**src/rtl/dda_column_rasterizer.sv**
```systemverilog
// Column rasterizer: turns one DDA-out record into a 240-row column of ceiling/wall/floor
// pixels, writing one pixel per clock into the back buffer and swapping buffers on tlast.
//
// state | meaning
// ------+-----------------------------------------------------------
// IDLE  | tready high, waiting for a record
// LOAD  | wall span derived from latched record; drop or start drawing
// DRAW  | one framebuffer write per clock, row 0 .. SCREEN_HEIGHT-1
// FLIP  | swap front/back buffer, pulse frame_done
module dda_column_rasterizer #(
    parameter int         SCREEN_WIDTH  = 320,
    parameter int         SCREEN_HEIGHT = 240,
    parameter logic [7:0] CEIL_COLOR    = 8'h01,
    parameter logic [7:0] FLOOR_COLOR   = 8'h02
) (
    input  logic        pixel_clk_in,
    input  logic        rst_in,
    input  logic        fifo_tvalid_in,
    input  logic [38:0] fifo_tdata_in,
    input  logic        fifo_tlast_in,
    output logic        fifo_tready_out,
    output logic [16:0] fb_addr_out,
    output logic [7:0]  fb_data_out,
    output logic        fb_we_out,
    output logic        fb_buf_out,
    output logic        display_buf_out,
    output logic        frame_done_out,
    output logic        drop_err_out
);

    localparam logic [8:0]  WIDTH_C  = 9'(SCREEN_WIDTH);
    localparam logic [16:0] WIDTH_A  = 17'(SCREEN_WIDTH);
    localparam logic [8:0]  HEIGHT_C = 9'(SCREEN_HEIGHT);
    localparam logic [7:0]  ROW_LAST = 8'(SCREEN_HEIGHT - 1);

    typedef enum logic [1:0] {
        S_IDLE = 2'd0,
        S_LOAD = 2'd1,
        S_DRAW = 2'd2,
        S_FLIP = 2'd3
    } state_t;

    state_t      state_q, state_d;

    logic [8:0]  hcount_q;
    logic [7:0]  lh_q;
    logic [3:0]  wall_q;
    logic        side_q;
    logic        tlast_q;

    logic        tready_q, tready_d;
    logic        we_q, we_d;
    logic [16:0] addr_q, addr_d;
    logic [7:0]  data_q, data_d;
    logic [7:0]  row_q, row_d;
    logic        buf_q, buf_d;
    logic        done_q, done_d;
    logic        drop_q, drop_d;

    logic        accept_c;
    logic        drop_c;
    logic [8:0]  lh_c;
    logic [8:0]  start_c;
    logic [8:0]  end_c;

    logic        unused_reserved;
    assign unused_reserved = ^fifo_tdata_in[16:0];

    assign accept_c = fifo_tvalid_in && tready_q && (state_q == S_IDLE);
    assign drop_c   = (hcount_q >= WIDTH_C);

    // Wall span is constant for the whole column, so it is derived straight from the latched record.
    always_comb begin
        lh_c    = ({1'b0, lh_q} > HEIGHT_C) ? HEIGHT_C : {1'b0, lh_q};
        start_c = (HEIGHT_C - lh_c) >> 1;
        end_c   = start_c + lh_c;
    end

    always_ff @(posedge pixel_clk_in or posedge rst_in) begin
        if (rst_in) begin
            state_q <= S_IDLE;
        end else begin
            state_q <= state_d;
        end
    end

    always_comb begin
        state_d = state_q;
        unique case (state_q)
            S_IDLE: begin
                if (accept_c) begin
                    state_d = S_LOAD;
                end
            end
            S_LOAD: begin
                if (drop_c) begin
                    state_d = tlast_q ? S_FLIP : S_IDLE;
                end else begin
                    state_d = S_DRAW;
                end
            end
            S_DRAW: begin
                if (row_q == ROW_LAST) begin
                    state_d = tlast_q ? S_FLIP : S_IDLE;
                end
            end
            S_FLIP: begin
                state_d = S_IDLE;
            end
            default: begin
                state_d = S_IDLE;
            end
        endcase
    end

    // Next values for the registered outputs, computed from the transition being taken.
    always_comb begin
        tready_d = (state_d == S_IDLE);
        we_d     = (state_d == S_DRAW);
        row_d    = row_q;
        addr_d   = addr_q;
        data_d   = data_q;
        buf_d    = buf_q;
        done_d   = 1'b0;
        drop_d   = drop_q;

        if (state_q == S_LOAD && state_d == S_DRAW) begin
            row_d  = 8'd0;
            addr_d = {8'd0, hcount_q};
        end else if (state_q == S_DRAW && state_d == S_DRAW) begin
            row_d  = 8'(row_q + 8'd1);
            addr_d = addr_q + WIDTH_A;
        end

        if (state_d == S_DRAW) begin
            if ({1'b0, row_d} < start_c) begin
                data_d = CEIL_COLOR;
            end else if ({1'b0, row_d} < end_c) begin
                data_d = {3'b100, side_q, wall_q};
            end else begin
                data_d = FLOOR_COLOR;
            end
        end

        if (state_q == S_LOAD && drop_c) begin
            drop_d = 1'b1;
        end

        if (state_q == S_FLIP) begin
            buf_d  = ~buf_q;
            done_d = 1'b1;
        end
    end

    always_ff @(posedge pixel_clk_in or posedge rst_in) begin
        if (rst_in) begin
            tready_q <= 1'b0;
            we_q     <= 1'b0;
            addr_q   <= '0;
            data_q   <= '0;
            row_q    <= '0;
            buf_q    <= 1'b0;
            done_q   <= 1'b0;
            drop_q   <= 1'b0;
        end else begin
            tready_q <= tready_d;
            we_q     <= we_d;
            addr_q   <= addr_d;
            data_q   <= data_d;
            row_q    <= row_d;
            buf_q    <= buf_d;
            done_q   <= done_d;
            drop_q   <= drop_d;
        end
    end

    always_ff @(posedge pixel_clk_in or posedge rst_in) begin
        if (rst_in) begin
            hcount_q <= '0;
            lh_q     <= '0;
            wall_q   <= '0;
            side_q   <= 1'b0;
            tlast_q  <= 1'b0;
        end else if (accept_c) begin
            hcount_q <= fifo_tdata_in[38:30];
            lh_q     <= fifo_tdata_in[29:22];
            wall_q   <= fifo_tdata_in[21:18];
            side_q   <= fifo_tdata_in[17];
            tlast_q  <= fifo_tlast_in;
        end
    end

    assign fifo_tready_out = tready_q;
    assign fb_we_out       = we_q;
    assign fb_addr_out     = addr_q;
    assign fb_data_out     = data_q;
    assign fb_buf_out      = buf_q;
    assign display_buf_out = ~buf_q;
    assign frame_done_out  = done_q;
    assign drop_err_out    = drop_q;

endmodule

```
**config.mk**
```make
export PLATFORM = sky130hd
export DESIGN_NAME = dda_column_rasterizer
export DESIGN_NICKNAME = d
export VERILOG_FILES = /design/src/rtl/dda_column_rasterizer.sv
export SDC_FILE = /design/constraint.sdc
export NUM_CORES = 1
export LEC_CHECK = 0
export BUFFER_PORTS_ARGS = -buffer_cell sky130_fd_sc_hd__buf_2
export CORE_ASPECT_RATIO = 1.4
export CORE_UTILIZATION = 57
export CTS_CLUSTER_DIAMETER = 80
export CTS_CLUSTER_SIZE = 10
export DETAILED_ROUTE_END_ITERATION = 6
export PLACE_DENSITY = 0.8
export SLEW_MARGIN = 20
export SYNTH_ARGS = -nofsm -noshare
export SYNTH_HDL_FRONTEND = slang
export SYNTH_SLANG_ARGS = --single-unit
```
**constraint.sdc**
```tcl
create_clock -name pixel_clk_in -period 7.5 [get_ports pixel_clk_in]
set_input_delay 0.375 -clock pixel_clk_in [delete_from_list [all_inputs] [get_ports pixel_clk_in]]
set_output_delay 0.375 -clock pixel_clk_in [all_outputs]
set_load 0.01 [all_outputs]
```
Word-level counts from Yosys, hierarchy flattened
Cells that the tools add are included.
Word-level totals
  bits in latches: 0
  bits in writable memories: 0
  input port bits: 43
  logic and storage cells: 49
  output and inout port bits: 31
  register bits after elaboration: 63
  memories: 0
  bits in read-only memories: 0
Operators by class
  equal/unequal tests: 5
  $add $sub $neg: 4
  mux-type cells: 13
  reductions and logical operators: 8
  multipliers: 0
  div/mod/pow operators: 0
  shift operators: 0
  magnitude comparators: 4
  bitwise logic cells: 1
Operators with widths (count)
  8-bit two-way mux: 5
  17-bit two-way mux: 2
  17-bit by 9-bit adder with 17-bit output, second input constant: 1
  8-bit by 8-bit adder with 9-bit output: 1
  9-bit greater-or-equal comparator, second input constant: 1
  8-bit by 9-bit less-than comparator with 1-bit output: 1
  8-bit by 8-bit subtractor with 9-bit output, first input constant: 1
  8-bit by 1-bit adder with 8-bit output, second input constant: 1
  8-bit == test, second input constant: 1
  8-bit greater-than comparator, second input constant: 1
  8-bit less-than comparator: 1
  2-bit two-way mux: 4
  2-bit one-hot mux with 4 select lines: 1
  2-bit == test, second input constant: 3
  1-bit logical AND: 5
  2-bit zero test: 2
  2-bit by 1-bit == test with 1-bit output, second input constant: 1
  2-bit nonzero test: 1
  1-bit two-way mux: 1
  1-bit NOT: 1

Logic depth before layout (Yosys ltp)
Gate-level depths: netlist of run 1.
  depth in word-level cells: 11
  gate-level depth with buffers: 20
  mapped depth without buffers: 18

Worst setup path after synthesis of run 1
Ideal clock, no wire load.
  path type: register to register
  start point: register lh_q[5]
  end point: register data_q[1] (netlist: fb_data_out[1])
  setup time: 124 ps
  path buffers: 2
  required time: 7376 ps
  arrival: 3877 ps
  stages on the path, launching flop included: 21
  path slack: 3499 ps
  period minus slack after synthesis: 4001 ps
  cell sequence: dfrtp_1 -> nand4_1 -> clkbuf_1 -> nand2_1 -> ha_1 -> buf_6 -> nand2_1 -> nand3_1 -> xor2_1 -> ha_1 -> a21oi_1 -> o21ai_0 -> a21o_2 -> a41o_4 -> xnor2_1 -> ha_1 -> a21oi_1 -> nand3_1 -> a31oi_2 -> a2111oi_4 -> a211o_1
Between the ends
  word-level cells in the longest chain between the ends: 7
  elaborated cells between the ends (all ways): 8
  classes of those cells: add/sub (2); order compare (3); mux (3)
RTL lines
  start: declaration: RTL line 46  | logic [7:0] lh_q;
  start signal: assignment: RTL line 186  | lh_q <= fifo_tdata_in[29:22];
  8-bit greater-than comparator: RTL line 74  | lh_c = ({1'b0, lh_q} > HEIGHT_C) ? HEIGHT_C : {1'b0, lh_q};
  8-bit two-way mux *: RTL line 74
  8-bit by 8-bit subtractor with 9-bit output: RTL line 75  | start_c = (HEIGHT_C - lh_c) >> 1;
  8-bit by 8-bit adder with 9-bit output: RTL line 76  | end_c = start_c + lh_c;
  8-bit by 9-bit less-than comparator with 1-bit output: RTL line 138  | end else if ({1'b0, row_d} < end_c) begin
  8-bit two-way mux: RTL line 138
  8-bit two-way mux *: RTL line 136  | if ({1'b0, row_d} < start_c) begin
  end signal: assignment: RTL line 169  | data_q <= data_d;
  end: declaration: RTL line 54  | logic [7:0] data_q, data_d;
Mark *: on every way between the ends. The rest lies on a longest branch, timed or not.
A chain may end at the register's enable or synchronous reset.

Worst setup path in the final report of run 1
  start point: register lh_q[4]
  end point: register data_q[1] (netlist: fb_data_out[1])
Same word-level chain as after synthesis.

==> results of run 1 <==
==> flip-flops by register name (all words and copies together), names as in the netlist <==
name             count
tlast_q              1
hcount_q             9
state_q              2
fifo_tready_out      1
fb_buf_out           1
wall_q               4
frame_done_out       1
row_q                8
side_q               1
fb_addr_out         17
lh_q                 8
fb_data_out          6
drop_err_out         1
fb_we_out            1
==> layer usage <==
layer	track usage, %	share of wire (%)	wire, um
met1	31.38	43	3082
met2	40.28	52	3694
met3	5.383	3.3	239
met4	10.24	1.9	134
met5	0	0	0
==> worst min path at each step <==
stage                        startpoint                    endpoint  slack, ns  cells past startpoint
2_1_floorplan   hcount_q[0]$_DFFE_PP0P_  fb_addr_out[0]$_DFFE_PP0P_       0.43                      2
3_3_place_gp   drop_err_out$_DFFE_PP0P_    drop_err_out$_DFFE_PP0P_       0.44                      1
3_5_place_dp   drop_err_out$_DFFE_PP0P_    drop_err_out$_DFFE_PP0P_       0.44                      1
4_1_cts               fifo_tdata_in[20]       wall_q[2]$_DFFE_PP0P_       0.24                      3
5_1_grt               fifo_tdata_in[20]       wall_q[2]$_DFFE_PP0P_       0.24                      3
6_report                         rst_in     hcount_q[5]$_DFFE_PP0P_       0.25                      3
==> cell usage after synthesis (7+ instances only) <==
library cell	count	area [um2]
nor2_1	16	60.06
mux2_2	19	214.0
xnor2_1	7	61.31
clkbuf_1	14	52.55
nand4_1	9	56.30
nand3_1	8	40.04
a21oi_1	8	40.04
xor2_1	10	87.58
o21ai_0	29	145.1
inv_1	13	48.80
nand2_1	51	191.4
dfrtp_1	61	1526
ha_1	22	275.3
==> cell families after synthesis <==
kind of cell,count (synthesis),share of synthesized area (%)
muxes,20,6.501
xor gates and xnor gates,17,4.227
other,1,0.1065
adders and majority gates,22,7.815
DFF,61,43.34
and+or+nand+nor,117,16.98
AOI/OAI and AO/OA,78,16.73
buffers and inverters,32,4.298
==> area by class of cell <==
type	instances	area, um2
clock buffers	13	168.9
clock inverters	3	42.54
fillers	463	1879
inverters	14	52.55
multi-input cells	256	1854
flip-flops and latches	61	1526
well taps	70	87.58
repair buffers	56	292.8
==> where the power goes <==
| group | switching, W | internal, W |
|---|---|---|
| combinational | 0.000594 | 0.000508 |
| sequential | 0.000137 | 0.000451 |
| clock | 0.000121 | 0.000180 |
| total | 0.000853 | 0.00114 |
==> per-stage QoR <==
stage	std cells	power (W)	util, %	cell area, um2	hold WS [ns]
after global placement	456	0.001633	64.34	3799	0.4437
after global routing	473	0.002160	68.17	4025	0.2412
final	473	0.001991	68.17	4025	0.2491
after CTS	472	0.001998	67.92	4010	0.2386
after floorplan	349	0.001455	-	3526	0.4348
after detailed placement	456	0.001685	64.34	3799	0.4420
==> worst reg2reg max path, stage by stage (launching register included) <==
cell and delay (ns):
dfrtp_1 0.60, nand4_1 0.58, nand2_1 0.28, ha_1 0.36, nand2_1 0.13, nand3_1 0.11
xor2_1 0.22, ha_1 0.32, a21oi_1 0.14, o21ai_0 0.13, a21o_2 0.24, a41o_4 0.27
xnor2_1 0.13, ha_1 0.29, a21oi_1 0.17, nand3_1 0.11, a31oi_2 0.27, a2111oi_4 0.07
a211o_1 0.28
==> out/metrics.csv, run 1 <==
stage;metric;value;unit
global_route;first_global_vias;2626;
pwr;irDropWorstVdd;0.0002793;V
place;hpwl;4.990;mm
sta;tightest_slew;0.7579;ns
critical_path;critical_path_buf_inv_count;0;
sta;finalSetupTns;0;ns
global_route;grt_pass1_wl;11.99;mm
critical_path;path_delay_family;compound AO/OA/AOI/OAI gates;
sta;finalCritPeriodShare;63.94;%
route;ant_nets;0;
route;drc;0;
cts;clockBufferDepth;2;
place;place_ws;2.772;ns
sta;slew_headroom;49.48;%
floorplanning;die_h;95.01;um
floorplanning;dieArea;6502;um2
critical_path;r2r_slack;2.70;ns
final_layout;nets;463;
yosys;syn_area_per_cell;10.12;um2
cts;cts_tree;done;
critical_path;endpoint_kind;flip-flop;
cts;htreeDepth;3;
critical_path;critPathMostFrequentCell;ha_1;
floorplanning;rows;33;
hold_path;holdCritPathClass;input port to async pin;
critical_path;setup.worst_path.start;lh_q[4]$_DFFE_PP0P_;
yosys;ys.flop_type;dfrtp_1;
yosys;async_flop_share;100.0;%
yosys;synth_edf_count;0;
sta;hold_viol;0;
final_layout;num_antenna_cells;0;
critical_path;r2r_cells;18;
place;gp_congestion;0.9037;
sta;fmax;208.5;MHz
outcome;outcome;complete, no violations;
sta;slew_viol_final;0;
critical_path;worstSetupPathType;flip-flop to flip-flop;
yosys;netlist_instances;348;
route;wl_per_cell;15.12;um
final_layout;area_delta_synth_final;14.28;%
yosys;netlist_area;3522;um2
final_layout;final_layout_size_suffix_gt1_share;28.29;%
route;num_vias;2710;
global_route;grt.overflow.total;0;
yosys;synth_warnings;0;
route;drtIter0Drc;226;
critical_path;cp_slowest_stage_delay;0.60;ns
critical_path;r2r_end;fb_data_out[1]$_DFFE_PP0N_;
global_route;grt_use_total;24.80;%
floorplanning;core;5904;um2
critical_path;cp.arrival;5.02;ns
cts;cts_sinks;61;
floorplanning;ios;74;
route;vias_per_cell;5.729;
cts;clkLatencyLatePin;0.33;ns
critical_path;r2r_start;lh_q[4]$_DFFE_PP0P_;
global_route;grt_max_degree;62;
sta;period_minus_slack;4.795;ns
sta;fin_skew;0.007934;ns
cts;post_cts_resized;0;
global_route;antenna_found_initial;0;
cts;cts-root-buf;clkbuf_8;
critical_path;path_cells;nand4_1 > nand2_1 > ha_1 > nand2_1 > nand3_1 > xor2_1 > ha_1 > a21oi_1 > o21ai_0 > a21o_2 > a41o_4 > xnor2_1 > ha_1 > a21oi_1 > nand3_1 > a31oi_2 > a2111oi_4 > a211o_1;
critical_path;worstPathRequired;7.72;ns
yosys;synth-seq-cells;61;
route;dr.pass1.iters;4;
run;max-cap-violations;0;
cts;cts_setup_buffers;0;
cts;clk_pin_slew_worst_paths;0.06;ns
floorplanning;die_w;68.44;um
sta;rsz0062_at_grt;no;
critical_path;cp_max_fo;14;
route;drt_wl_total;7.150;mm
floorplanning;start_util;59.65;%
yosys;synth.distinct_cells;60;
final_layout;mostFrequentLayoutCell;dfrtp_1;
critical_path;path_depth;18;
yosys;ys_seq_area_share;43.34;%
place;numPortBuffers;54;
cts;cts_hold_buf;0;
critical_path;crit_path_end;fb_data_out[1]$_DFFE_PP0N_;
cts;cts_buffers;9;
critical_path;slowest_stage;dfrtp_1;
pwr;powerDensity;494.7;nW/um2
critical_path;startpoint_type;flip-flop;
sta;finalSetupViolCount;0;
pwr;power_leakage;1.962;nW
sta;setup_ws;2.705;ns
final_layout;final_cell_mix;dfrtp_1 (61), buf_2 (54), nand2_1 (51), o21ai_0 (29), ha_1 (22);
No activity file was read; power rests on OpenSTA's default activity.
==> run 2: changes to the inputs <==
- CORE_UTILIZATION: 57 -> 50
- PLACE_DENSITY: 0.8 -> 0.74
- clock period: 7.5 -> 4.2 ns (I/O delays scaled with it)
==> run 2 against run 1 <==
  * First-iteration DRC count decreased by 13%
  * Largest cell class unchanged
  * Utilization decreased by 7.3 points
  * Critical endpoint unchanged
  * Critical path depth unchanged
  * Final cell count increased by 6.1%
==> out/metrics.csv, run 2 (synthesis gave the netlist of run 1 again) <==
stage;metric;value;unit;change
outcome;outcome;complete, no violations;;
final_layout;largest_reg_flops;17;;unchanged
critical_path;worstSetupPathType;flip-flop to flip-flop;;
sta;period_minus_slack;3.856;ns;-0.9394 ns
sta;slew_viol_final;0;;unchanged
route;wl_per_cell;14.31;um;-5.3%
critical_path;r2r_cells;18;;unchanged
floorplanning;rows;35;;+6.1%
sta;rsz0062_at_grt;no;;
pwr;power_leakage;1.983;nW;+1.1%
sta;finalSetupTns;0;ns;unchanged
cts;cts-root-buf;clkbuf_8;;
cts;cts_buffers;9;;unchanged
final_layout;final_cell_mix;dfrtp_1 (60), buf_2 (54), nand2_1 (51), o21ai_0 (29), ha_1 (22);;
cts;htreeDepth;3;;unchanged
final_layout;num_antenna_cells;0;;unchanged
global_route;grt_max_degree;62;;unchanged
global_route;grt_pass1_wl;12.37;mm;+3.2%
critical_path;cp.arrival;4.08;ns;-0.94 ns
critical_path;r2r_start;lh_q[7]$_DFFE_PP0P_;;
final_layout;nets;470;;+1.5%
sta;fin_skew;0.008510;ns;+0.0005762 ns
cts;clk_pin_slew_worst_paths;0.07;ns;about the same
pwr;sw_frac_of_total;42.98;%;+0.16 points
final_layout;area_delta_synth_final;15.84;%;
hold_path;holdCritPathClass;input port to async pin;;
route;drt_wl_total;7.183;mm;+0.46%
route;wl_met3;229;um;-4.2%
route;drc;0;;unchanged
critical_path;slowest_stage;dfrtp_1;;
run;max-cap-violations;0;;unchanged
pwr;combPwrFrac;56.8;%;+1.5 points
global_route;antenna_found_initial;0;;unchanged
critical_path;worstPathRequired;4.42;ns;-3.30 ns
sta;slew_headroom;48.62;%;-0.85 points
route;dr.pass1.iters;4;;unchanged
final_layout;final_cells;502;;+6.1%
floorplanning;dieArea;7389;um2;+14%
critical_path;cp_slowest_stage_delay;0.44;ns;-0.16 ns
global_route;grt.overflow.total;0;;unchanged
place;hpwl;5.253;mm;+5.3%
sta;tightest_slew;0.7707;ns;+0.01279 ns
critical_path;critical_path_buf_inv_count;1;;+1
pwr;seqPwrFrac;28.9;%;-0.7 points
critical_path;cp_max_fo;12;;-2
final_layout;final_util;60.90;%;-7.3 points
floorplanning;die_w;72.94;um;+6.6%
cts;clkLatencyLatePin;0.33;ns;about the same
pwr;powerDensity;875.4;nW/um2;+77%
critical_path;setup.worst_path.start;lh_q[7]$_DFFE_PP0P_;;
place;numPortBuffers;54;;unchanged
sta;hold_viol;0;;unchanged
route;ant_nets;0;;unchanged
critical_path;path_delay_family;compound AO/OA/AOI/OAI gates;;
critical_path;r2r_slack;0.34;ns;-2.36 ns
cts;clockBufferDepth;2;;unchanged
critical_path;startpoint_type;flip-flop;;
pwr;power_switching;0.001535;W;+80%
floorplanning;start_util;52.57;%;-7.1 points
final_layout;mostFrequentLayoutCell;dfrtp_1;;
pwr;intPower;0.002037;W;+79%
place;gp_congestion;0.8103;;-10%
route;drt-met1-wl;3.127;mm;+1.5%
floorplanning;core;6700;um2;+13%
critical_path;path_cells;nand4_1 > buf_4 > o21ai_0 > nand2_1 > nand3_1 > xor2_1 > ha_1 > a21oi_1 > o21ai_0 > a21o_2 > a41o_4 > xnor2_1 > ha_1 > a21oi_1 > nand3_1 > a31oi_2 > a2111oi_4 > a211o_1;;
route;met2_length;3.696;mm;about the same
sta;finalCritPeriodShare;91.81;%;+28 points
route;vias_per_cell;5.540;;-3.3%
final_layout;fillers;586;;+27%
global_route;first_global_vias;2701;;+2.9%
pwr;clkPwrFrac;14.3;%;-0.8 points
final_layout;final_layout_size_suffix_gt1_share;29.51;%;+1.2 points
sta;fmax;259.3;MHz;+24%
route;drtIter0Drc;197;;-13%
route;routed.top_layer;met4;;
floorplanning;die_h;101.3;um;+6.6%
cts;cts_sinks;61;;unchanged
global_route;grt_use_total;21.71;%;-3.1 points
critical_path;endpoint_kind;flip-flop;;
pwr;irDropWorstVdd;0.0004055;V;+45%
floorplanning;ios;74;;unchanged
critical_path;r2r_end;fb_data_out[1]$_DFFE_PP0N_;;
sta;finalSetupViolCount;0;;unchanged
place;place_inst;486;;+6.6%
cts;cts_tree;done;;
route;num_vias;2781;;+2.6%
run 2: cell types whose count changed in the layout (fill, tap and decap cells not counted):
cell,before,now
clkbuf_8,12,10
clkbuf_1,1,2
buf_4,1,9
dfrtp_2,0,1
buf_8,1,0
dfrtp_1,61,60
clkinv_2,1,2
run 2: how the worst max path moves through the flow:
stage | to | slack [ns] | depth (start not counted)
3_3_place_gp | fb_data_out[1]$_DFFE_PP0N_ | 0.44 | 18
6_report | fb_data_out[1]$_DFFE_PP0N_ | 0.34 | 18
5_1_grt | fb_data_out[1]$_DFFE_PP0N_ | 0.06 | 18
4_1_cts | fb_data_out[1]$_DFFE_PP0N_ | 0.30 | 18
2_1_floorplan | fb_data_out[1]$_DFFE_PP0N_ | 0.20 | 20
3_5_place_dp | fb_data_out[1]$_DFFE_PP0N_ | 0.32 | 18
run 2: what timing repair did:
action | 4_1_cts | 5_1_grt
hold buffers | 0 | 0
buffers inserted | 0 | 0
setup endpoints to repair | 0 | 1
endpoints found under the hold margin | 0 | 0
gates resized for setup | 0 | 1
run 2: power groups by stage:
stage / combinational [W] / sequential (W) / clock, W
5_1_grt: 0.00229 / 0.00107 / 0.000546
3_3_place_gp: 0.00193 / 0.00103 / 0
2_1_floorplan: 0.00160 / 0.000999 / 0
6_report: 0.00203 / 0.00103 / 0.000510
4_1_cts: 0.00204 / 0.00103 / 0.000520
3_5_place_dp: 0.00204 / 0.00104 / 0
run 2: area by class of cell:
cell class,count,area (um2),share of cell area [%]
Multi-Input combinational cell,256,1854,45.45
Clock buffer,12,145.1,3.557
Sequential cell,61,1528,37.44
Inverter,14,52.55,1.288
Clock inverter,4,47.55,1.165
Timing Repair Buffer,63,337.8,8.280
Tap cell,92,115.1,2.821
run 2: worst reg2reg max path, cell delays in order, from the launching register on:
cell,delay (ns)
dfrtp_1,0.44
nand4_1,0.18
buf_4,0.22
o21ai_0,0.08
nand2_1,0.10
nand3_1,0.10
xor2_1,0.22
ha_1,0.33
a21oi_1,0.16
o21ai_0,0.13
a21o_2,0.23
a41o_4,0.26
xnor2_1,0.13
ha_1,0.30
a21oi_1,0.18
nand3_1,0.11
a31oi_2,0.26
a2111oi_4,0.06
a211o_1,0.27
run 2: stage by stage:
step / setup slack (ns) / area [um2] / total power [W] / hold slack [ns]
after detailed placement: 0.3174 / 3886 / 0.003074 / 0.4175
after floorplan: 0.1988 / 3526 / 0.002598 / 0.3268
after CTS: 0.3031 / 4079 / 0.003590 / 0.06115
after global routing: 0.06071 / 4080 / 0.003905 / 0.07537
final: 0.3439 / 4080 / 0.003572 / 0.07551
after global placement: 0.4374 / 3886 / 0.002960 / 0.4122
run 2: per-layer routing:
| layer | vias up | GRT usage (%) |
|---|---|---|
| met5 | - | 0 |
| met3 | 12 | 4.677 |
| met4 | 0 | 9.502 |
| met2 | 58 | 35.37 |
| li1 | 1342 | - |
| met1 | 1369 | 27.77 |
==> run 3: changes to the inputs <==
- BUFFER_PORTS_ARGS: -buffer_cell sky130_fd_sc_hd__buf_2 -> -buffer_cell sky130_fd_sc_hd__buf_4
==> run 3 against run 2 <==
  * Register-to-register slack worse by 0.09 ns
  * Setup slack worse by 0.093 ns
  * Clock-buffer cell count down 1
  * Final cell count decreased by 0.20%
  * Sequential power is essentially flat
  * First-iteration DRC count decreased by 28%
  * Flip-flop and latch count is the same
  * Routed wire length grew 0.86%
  * Hold slack better by 0.0084 ns
  * Critical endpoint unchanged
  * Highest routed layer unchanged
==> out/metrics.csv, run 3 (synthesis gave the netlist of run 1 again) <==
stage;metric;value;unit;change
final_layout;largest_reg_flops;17;;unchanged
floorplanning;core;6700;um2;unchanged
critical_path;cp_max_fo;12;;unchanged
sta;slew_headroom;49.52;%;+0.90 points
global_route;grt_use_total;21.39;%;-0.33 points
sta;hold_slack;0.08387;ns;+0.008358 ns
place;gp_congestion;0.8207;;+1.3%
cts;clkLatencyLatePin;0.34;ns;about the same
sta;rsz0062_at_grt;no;;
place;hpwl;5.240;mm;-0.25%
sta;fin_skew;0.01144;ns;+0.002927 ns
pwr;combPwrFrac;56.3;%;-0.5 points
final_layout;num_antenna_cells;0;;unchanged
floorplanning;die_h;101.3;um;unchanged
critical_path;endpoint_kind;flip-flop;;
route;drt_wl_total;7.245;mm;+0.86%
route;wl_per_cell;14.46;um;+1.1%
critical_path;cp_slowest_stage_delay;0.47;ns;+0.03 ns
sta;finalSetupViolCount;0;;unchanged
cts;cts_tree;done;;
critical_path;setup.worst_path.start;lh_q[5]$_DFFE_PP0P_;;
cts;htreeDepth;3;;unchanged
outcome;outcome;complete, no violations;;
final_layout;nets;470;;unchanged
critical_path;cp.arrival;4.17;ns;+0.09 ns
sta;fmax;253.2;MHz;-2.4%
critical_path;r2r_slack;0.25;ns;-0.09 ns
run;max-cap-violations;0;;unchanged
pwr;sw_frac_of_total;41.74;%;-1.2 points
critical_path;startpoint_type;flip-flop;;
cts;post_cts_resized;0;;unchanged
hold_path;holdCritPathClass;input port to async pin;;
critical_path;path_cells;nand4_1 > buf_4 > o21ai_0 > nand2_1 > nand3_1 > xor2_1 > ha_1 > a21oi_1 > o21ai_0 > a21o_2 > a41o_4 > xnor2_1 > ha_1 > a21oi_1 > nand3_1 > a31oi_2 > a2111oi_4 > a211o_1;;
critical_path;r2r_end;fb_data_out[1]$_DFFE_PP0N_;;
global_route;antenna_found_initial;0;;unchanged
floorplanning;dieArea;7389;um2;unchanged
pwr;powerDensity;864.3;nW/um2;-1.3%
cts;cts-root-buf;clkbuf_8;;
route;num_vias;2764;;-0.61%
global_route;grt_max_degree;62;;unchanged
sta;period_minus_slack;3.949;ns;+0.09336 ns
floorplanning;rows;35;;unchanged
final_layout;multi_input_area;1854;um2;unchanged
sta;tightest_slew;0.7571;ns;-0.01353 ns
place;numPortBuffers;54;;unchanged
pwr;power_leakage;2.027;nW;+2.2%
route;drtIter0Drc;142;;-28%
cts;cts_setup_buffers;0;;unchanged
global_route;grt_pass1_wl;12.14;mm;-1.8%
cts;cts_hold_buf;0;;unchanged
route;drc;0;;unchanged
final_layout;mostFrequentLayoutCell;buf_4;;
cts;clk_pin_slew_worst_paths;0.07;ns;about the same
route;ant_nets;0;;unchanged
critical_path;crit_path_end;fb_data_out[1]$_DFFE_PP0N_;;
cts;cts_sinks;61;;unchanged
sta;finalCritPeriodShare;94.03;%;+2.2 points
sta;setup_ws;0.2506;ns;-0.09336 ns
final_layout;final_cell_mix;buf_4 (63), dfrtp_1 (61), nand2_1 (51), o21ai_0 (29), ha_1 (22);;
floorplanning;start_util;52.57;%;unchanged
critical_path;worstPathRequired;4.42;ns;about the same
floorplanning;die_w;72.94;um;unchanged
global_route;first_global_vias;2681;;-0.74%
route;vias_per_cell;5.517;;-0.41%
final_layout;fillers;545;;-7.0%
final_layout;seq_area;1526;um2;about the same
pwr;power_switching;0.001528;W;-0.46%
cts;clockBufferDepth;2;;unchanged
global_route;grt.overflow.total;0;;unchanged
sta;slew_viol_final;0;;unchanged
floorplanning;ios;74;;unchanged
final_layout;final_layout_size_suffix_gt1_share;29.34;%;-0.17 points
place;postPlaceCellArea;4021;um2;+3.5%
critical_path;r2r_cells;18;;unchanged
critical_path;r2r_start;lh_q[5]$_DFFE_PP0P_;;
route;dr.pass1.iters;4;;unchanged
sta;finalSetupTns;0;ns;unchanged
pwr;clkPwrFrac;15.5;%;+1.2 points
pwr;irDropWorstVdd;0.0004068;V;+0.30%
cts;cts_buffers;9;;unchanged
final_layout;area_delta_synth_final;20.25;%;
critical_path;worstSetupPathType;flip-flop to flip-flop;;
place;place_ws;0.2831;ns;-0.03436 ns
pwr;total_power;0.003660;W;+2.5%
pwr;intPower;0.002133;W;+4.7%
pwr;seqPwrFrac;28.2;%;-0.7 points
final_layout;stdcell_area;4235;um2;+3.8%
critical_path;slowest_stage;dfrtp_1;;
sta;hold_viol;0;;unchanged
-- run 3: changes by cell type in the layout (fill, tap and decap cells not counted) --
| cell | change |
|---|---|
| dfrtp_1 | +1 |
| buf_4 | +54 |
| clkinv_2 | -1 |
| dfrtp_2 | -1 |
| bufinv_16 | +1 |
| clkbuf_1 | -1 |
| buf_2 | -54 |
-- run 3: worst max-delay path, delay by kind of cell, from the launching register on --
kind            cells  cell delay, ns
simple gates        4            0.51
xor+xnor            2            0.34
buf+inv             1            0.23
compound gates      9            1.66
fa+ha+maj           2            0.61
flops               1            0.47
-- run 3: worst min path at each step --
stage | start | end
finish | rst_in | hcount_q[1]$_DFFE_PP0P_
global route | fifo_tdata_in[20] | wall_q[2]$_DFFE_PP0P_
CTS | fifo_tdata_in[20] | wall_q[2]$_DFFE_PP0P_
detailed placement | fifo_tdata_in[17] | side_q$_DFFE_PP0P_
global placement | fifo_tdata_in[21] | wall_q[3]$_DFFE_PP0P_
floorplan | fifo_tdata_in[17] | side_q$_DFFE_PP0P_
-- run 3: power groups by stage --
stage               Sequential, W  Clock (W)  Combinational [W]
floorplan                0.000999          0            0.00160
global placement          0.00103          0            0.00199
detailed placement        0.00104          0            0.00206
CTS                       0.00103   0.000575            0.00207
global route              0.00107   0.000597            0.00230
finish                    0.00103   0.000567            0.00206
-- run 3: cell type report --
cell class / count / share of cell area (%)
Clock buffer: 11 / 3.338
Tap cell: 92 / 2.718
Multi-Input combinational cell: 256 / 43.78
Clock inverter: 4 / 1.713
Timing Repair Buffer: 63 / 11.17
Inverter: 14 / 1.241
Sequential cell: 61 / 36.04
-- run 3: routing by layer --
| metal | vias to the layer above | GRT usage [%] | part of all wire [%] |
|---|---|---|---|
| met2 | 54 | 35.23 | 51 |
| li1 | 1349 | - | - |
| met3 | 9 | 4.478 | 3.6 |
| met4 | 0 | 8.446 | 1.3 |
| met5 | - | 0 | 0 |
| met1 | 1352 | 27.48 | 44 |
-- run 3: per-stage QoR --
step | std cells | util (%)
floorplan | 349 | -
global placement | 486 | 60.02
detailed placement | 486 | 60.02
CTS | 501 | 63.21
global route | 501 | 63.21
finish | 501 | 63.21
